File: src/rtl/slink_crc_tx_sequencer.sv
// slink_crc_tx_sequencer: forwards long-packet payload beats and appends the CRC-16/MCRF4XX, low byte first.
module slink_crc_8_16bit_compute #(
  parameter logic [15:0] INIT = 16'hFFFF
) (
  input  logic        init,
  input  logic [1:0]  valid,
  input  logic [15:0] data,
  input  logic [15:0] crc_prev,
  output logic [15:0] crc
);
  function automatic logic [15:0] crc_byte(input logic [15:0] c, input logic [7:0] b);
    logic [15:0] r;
    r = c ^ {8'h00, b};
    for (int i = 0; i < 8; i++) r = r[0] ? (r >> 1) ^ 16'h8408 : r >> 1;
    return r;
  endfunction
  always_comb
    crc = init ? INIT
        : !valid[0] ? crc_prev
        : valid[1] ? crc_byte(crc_byte(crc_prev, data[7:0]), data[15:8])
        : crc_byte(crc_prev, data[7:0]);
endmodule

module slink_crc_tx_sequencer #(
  parameter int          WC_W     = 16,
  parameter logic [15:0] CRC_INIT = 16'hFFFF
) (
  input  logic            clk,
  input  logic            reset,
  input  logic            pkt_start,
  input  logic [WC_W-1:0] pkt_wc,
  input  logic            in_valid,
  output logic            in_ready,
  input  logic [15:0]     in_data,
  output logic            out_valid,
  input  logic            out_ready,
  output logic [15:0]     out_data,
  output logic [1:0]      out_bytes,
  output logic            out_last,
  output logic            busy,
  output logic            start_err
);
  localparam logic [2:0] IDLE    = 3'd0;
  localparam logic [2:0] PAYLOAD = 3'd1;
  localparam logic [2:0] CRC_W   = 3'd2;
  localparam logic [2:0] CRC_HI  = 3'd3;
  localparam logic [2:0] DONE    = 3'd4;

  logic [2:0]      state_q, state_d;
  logic [WC_W-1:0] rem_q, rem_d;
  logic [15:0]     crc_q, crc_next, out_data_q, out_data_d;
  logic [1:0]      out_bytes_q, out_bytes_d, crc_valid;
  logic            out_valid_q, out_valid_d, out_last_q, out_last_d;
  logic            busy_q, busy_d, start_err_q, start_err_d;
  logic            crc_init, take, free, xfer;

  assign free      = !out_valid_q || out_ready;
  assign xfer      = out_valid_q && out_ready;
  assign in_ready  = (state_q == PAYLOAD) && free;
  assign take      = in_valid && in_ready;
  // An odd tail carries only its low byte into the CRC
  assign crc_valid = (state_q == PAYLOAD && take) ? (rem_q == WC_W'(1) ? 2'b01 : 2'b11) : 2'b00;
  assign crc_init  = (state_q == IDLE && pkt_start) || (state_q == DONE && xfer);

  slink_crc_8_16bit_compute #(.INIT(CRC_INIT)) u_crc (
    .init     (crc_init),
    .valid    (crc_valid),
    .data     (in_data),
    .crc_prev (crc_q),
    .crc      (crc_next)
  );

  always_comb begin
    state_d     = state_q;
    rem_d       = rem_q;
    busy_d      = busy_q;
    start_err_d = pkt_start && state_q != IDLE;
    out_valid_d = out_valid_q && !out_ready;
    out_last_d  = out_valid_q && !out_ready && out_last_q;
    out_data_d  = out_data_q;
    out_bytes_d = out_bytes_q;
    case (state_q)
      IDLE: if (pkt_start) begin
        busy_d  = 1'b1;
        rem_d   = pkt_wc;
        state_d = pkt_wc == '0 ? CRC_W : PAYLOAD;
      end
      PAYLOAD: if (take) begin
        out_valid_d = 1'b1;
        out_last_d  = 1'b0;
        out_bytes_d = 2'b11;
        out_data_d  = rem_q == WC_W'(1) ? {crc_next[7:0], in_data[7:0]} : in_data;
        rem_d       = rem_q == WC_W'(1) ? '0 : rem_q - WC_W'(2);
        state_d     = rem_q == WC_W'(1) ? CRC_HI : rem_q == WC_W'(2) ? CRC_W : PAYLOAD;
      end
      CRC_W, CRC_HI: if (free) begin
        out_valid_d = 1'b1;
        out_last_d  = 1'b1;
        out_bytes_d = state_q == CRC_W ? 2'b11 : 2'b01;
        out_data_d  = state_q == CRC_W ? crc_q : {8'h00, crc_q[15:8]};
        state_d     = DONE;
      end
      DONE: if (xfer) begin
        busy_d  = 1'b0;
        state_d = IDLE;
      end
      default: state_d = IDLE;
    endcase
  end

  always_ff @(posedge clk or posedge reset) begin
    if (reset) begin
      state_q     <= IDLE;
      rem_q       <= '0;
      crc_q       <= CRC_INIT;
      out_valid_q <= 1'b0;
      out_last_q  <= 1'b0;
      out_data_q  <= '0;
      out_bytes_q <= '0;
      busy_q      <= 1'b0;
      start_err_q <= 1'b0;
    end else begin
      state_q     <= state_d;
      rem_q       <= rem_d;
      crc_q       <= crc_next;
      out_valid_q <= out_valid_d;
      out_last_q  <= out_last_d;
      out_data_q  <= out_data_d;
      out_bytes_q <= out_bytes_d;
      busy_q      <= busy_d;
      start_err_q <= start_err_d;
    end
  end

  assign out_valid = out_valid_q;
  assign out_data  = out_data_q;
  assign out_bytes = out_bytes_q;
  assign out_last  = out_last_q;
  assign busy      = busy_q;
  assign start_err = start_err_q;
endmodule

File: config.mk
export PLATFORM = sky130hd
export DESIGN_NAME = slink_crc_tx_sequencer
export DESIGN_NICKNAME = d
export VERILOG_FILES = /design/src/rtl/slink_crc_tx_sequencer.sv
export SDC_FILE = /design/constraint.sdc
export NUM_CORES = 1
export LEC_CHECK = 0
export ABC_AREA = 1
export CORE_MARGIN = 8
export CORE_UTILIZATION = 58
export CTS_BUF_LIST = sky130_fd_sc_hd__clkbuf_4 sky130_fd_sc_hd__clkbuf_8
export DETAILED_ROUTE_END_ITERATION = 10
export PLACE_DENSITY_LB_ADDON = 0.25
export SETUP_SLACK_MARGIN = 0.4
export SYNTH_ARGS = -nofsm -noshare
export SYNTH_HDL_FRONTEND = slang
export SYNTH_HIERARCHICAL = 1
export SYNTH_SLANG_ARGS = --single-unit
File: constraint.sdc
create_clock -name clk -period 2.5 [get_ports clk]
set_input_delay 0.5 -clock clk [delete_from_list [all_inputs] [get_ports clk]]
set_output_delay 0.5 -clock clk [all_outputs]
set_load 0.05 [all_outputs]
==> flow_summary_export.csv <==
group,metric,value,unit
critical_path,r2r_setup_slack,0.29,ns
cts,cts_tree,"built",
critical_path,r2r_start,"crc_q[0]$_DFF_PP1_",
floorplan,fp.dieW,104.6,um
synthesis,synth_cell_types,36,
grt,grt_max_degree,58,
worst_hold_path,worstHoldEndpoint,"out_bytes[0]$_DFFE_PP0P_",
sta,slew_viol_final,0,
cts,cts_max_level,3,
synthesis,synth_area,4554,um2
worst_hold_path,holdPathStages,1,
final_layout,layout.nets,887,
worst_hold_path,hold_start,"out_bytes[0]$_DFFE_PP0P_",
final_layout,antenna_cells,0,
critical_path,worstPathRequired,2.73,ns
floorplan,die_h,104.6,um
worst_hold_path,hold_path.class,"reg2reg",
run_status,outcome,"finished, final reports clean",
critical_path,worstPathArrival,2.43,ns
critical_path,crit_type,"reg2reg",
sta,maxClockFrequency,452.9,MHz
final_layout,layout_common_cells,"nand2_1 (162), inv_1 (86), nor2_1 (79)",
placement,routabilityCongestion,0.9675,
floorplan,dieArea,10940,um2
sta,fin_crit,2.208,ns
cts,clock-sinks,57,
synthesis,yosys_warnings,6,
final_layout,syn_to_final_growth,41.76,%
synthesis,synth_top_cell_area_share,22.53,%
floorplan,start_util,59.24,%
synthesis,synth_top_area_cell,"dfrtp_1",
drt,first_iter_violations,637,
drt,ant_nets,0,
critical_path,start_kind,"flop",
job,maxCapViolations,0,
drt,wl_per_cell,17.38,um
sta,finClkSkew,0.01432,ns
critical_path,cp_max_fo,5,
drt,drc,0,
sta,period_share,88.32,%
floorplan,ios,60,
cts,clock_path_buffers,2,
power,peakVddDrop,1.054,mV
critical_path,r2r_end,"out_data[8]$_DFFE_PP0P_",
final_layout,drive_above_1_share,30.44,%
grt,grt-ovfl-total,0,
cts,clock_latency,0.35,ns
placement,dpl-instance-area,5575,um2
synthesis,ys_seq_area_share,31.76,%
synthesis,synthTopCellsByArea,"dfrtp_1 (23%), nand2_1 (17%), dfstp_2 (9.2%)",
drt,viasPerCell,5.883,
sta,finalHoldViolations,0,
power,power_density,1273,nW/um2
critical_path,cp-end-kind,"flop",
drt,routed_wl,16.62,mm
sta,rsz0062_at_grt,"yes",
sta,fin_setup_tns,0,ns
synthesis,ys_ff_latch,57,
grt,grtUsageTotal,27.03,%
grt,grt_pass1_wl,24.31,mm
synthesis,syn_nets,761,
final_layout,final_common_cell,"nand2_1",
placement,io_buffers,59,
cts,cts_root_buf,"clkbuf_8",
synthesis,synthCells,723,
sta,hold_ws,0.4847,ns
sta,tightest_slew,0.5532,ns
cts,numCtsBuffers,9,
final_layout,fillCellCount,509,
critical_path,reg2reg_depth,16,
power,leakagePower,3.411,nW
floorplan,core,7687,um2
sta,setup_viol,0,
grt,antenna_found_initial,0,
drt,drt-pass1-iter-count,5,
drt,vias,5624,
sta,slew_headroom,63.08,%
cts,holdBufCountCts,0,
cts,clk_transition_reported_paths,0.08,ns
floorplan,std_cell_rows,32,
final_layout,design_area,6456,um2
grt,grt_pass1_vias,5145,
synthesis,avgSynthCellArea,6.299,um2
placement,dpl.hpwl,10.74,mm
==> cell families after synthesis <==
logic type | after synthesis | share of synthesized area (%)
AND/OR/NAND/NOR | 433 | 42.91
buffers and inverters | 121 | 10.93
AO/OA/AOI/OAI | 100 | 12.01
flip-flops | 57 | 31.76
XOR/XNOR | 11 | 2.115
adder cells (fa/ha/maj) | 1 | 0.2747
==> how the worst max path moves through the flow <==
stage                   startpoint                        to  slack, ns  depth (start not counted)
2_1_floorplan  out_valid$_DFF_PP0_  out_data[10]$_DFFE_PP0P_       0.37                         16
3_3_place_gp            in_data[0]  out_data[15]$_DFFE_PP0P_      -0.13                         17
3_5_place_dp            in_data[0]  out_data[15]$_DFFE_PP0P_      -0.18                         17
4_1_cts         crc_q[3]$_DFF_PP1_  out_data[10]$_DFFE_PP0P_       0.40                         16
5_1_grt         crc_q[0]$_DFF_PP1_   out_data[8]$_DFFE_PP0P_       0.15                         16
6_report        crc_q[0]$_DFF_PP1_   out_data[8]$_DFFE_PP0P_       0.29                         16
==> worst max-delay path, stage by stage (launching register included) <==
cell and delay [ns]:
dfstp_2 0.64, nand2_2 0.12, nand2_4 0.09, nand2_2 0.07
nand2_4 0.10, nand2_4 0.09, nand2_4 0.08, nand2_2 0.06
nand2_4 0.10, nand2_4 0.06, nand3b_1 0.10, nand3_1 0.10
nand2_1 0.08, nand2_1 0.06, nand3b_1 0.16, nand3_1 0.09
a21oi_1 0.08
==> state kept, by name, summed over array words and instances, names as in the netlist <==
| register | flops |
|---|---|
| crc_q | 16 |
| start_err | 1 |
| out_last | 1 |
| busy | 1 |
| out_data | 16 |
| out_bytes | 2 |
| rem_q | 16 |
| state_q | 3 |
| out_valid | 1 |
==> synthesized netlist by cell type <==
cell type / instances
inv_2: 8
buf_2: 5
a21boi_0: 1
nand3_1: 71
nand3_4: 1
a22oi_1: 9
nor2_4: 3
nor2_1: 83
a21oi_4: 1
o21ai_1: 13
nand2_1: 212
nand2_4: 2
and2_1: 1
dfstp_2: 16
o211ai_1: 2
nor2_8: 1
nand3b_1: 11
xnor2_1: 1
clkbuf_1: 6
o21ai_0: 23
nand2_2: 32
a21oi_1: 49
nor3_1: 2
o221ai_1: 1
a31oi_1: 1
nand3_2: 3
or2_1: 1
buf_6: 3
ha_1: 1
nand4_1: 3
buf_4: 4
or2_2: 1
nor2_2: 6
dfrtp_1: 41
inv_1: 95
xor2_1: 10
==> report_power, final <==
part | internal [mW] | switching, mW | total, mW
combinational | 2.08 | 3.32 | 5.40
sequential | 1.40 | 0.477 | 1.88
clock | 0.491 | 0.445 | 0.937
total | 3.97 | 4.25 | 8.22
==> layer usage <==
metal	track usage (%)	routed length, um	up-vias
li1	-	-	2532
met1	33.20	6269	2620
met2	42.81	7718	385
met3	8.722	1883	87
met4	11.52	749	0
met5	0	0	-
==> layout make-up <==
class / instances / area, um2 / share of cell area (%)
Timing Repair Buffer: 133 / 1185 / 18.35
Sequential cell: 57 / 1449 / 22.44
Clock buffer: 10 / 137.6 / 2.132
Clock inverter: 6 / 66.31 / 1.027
Tap cell: 102 / 127.6 / 1.977
Inverter: 103 / 391.6 / 6.066
Multi-Input combinational cell: 545 / 3099 / 48.00
==> per-stage QoR <==
stage / util, % / setup slack [ns] / std cells / total power, mW
2_1_floorplan: - / 0.3675 / 723 / 4.683
3_3_place_gp: 72.53 / -0.1302 / 914 / 6.078
3_5_place_dp: 72.53 / -0.1790 / 914 / 6.203
4_1_cts: 78.32 / 0.3955 / 943 / 7.443
5_1_grt: 83.98 / 0.1529 / 956 / 8.648
6_report: 83.98 / 0.2920 / 956 / 8.216
==> what timing repair did <==
action / CTS / global route
endpoints found under the setup margin: 8 / 13
pin swaps: 26 / 54
setup buffers: 13 / 13
gates resized for setup: 51 / 91
hold endpoints to repair: 0 / 0
Note: power is estimated with default switching activity, not from simulation.
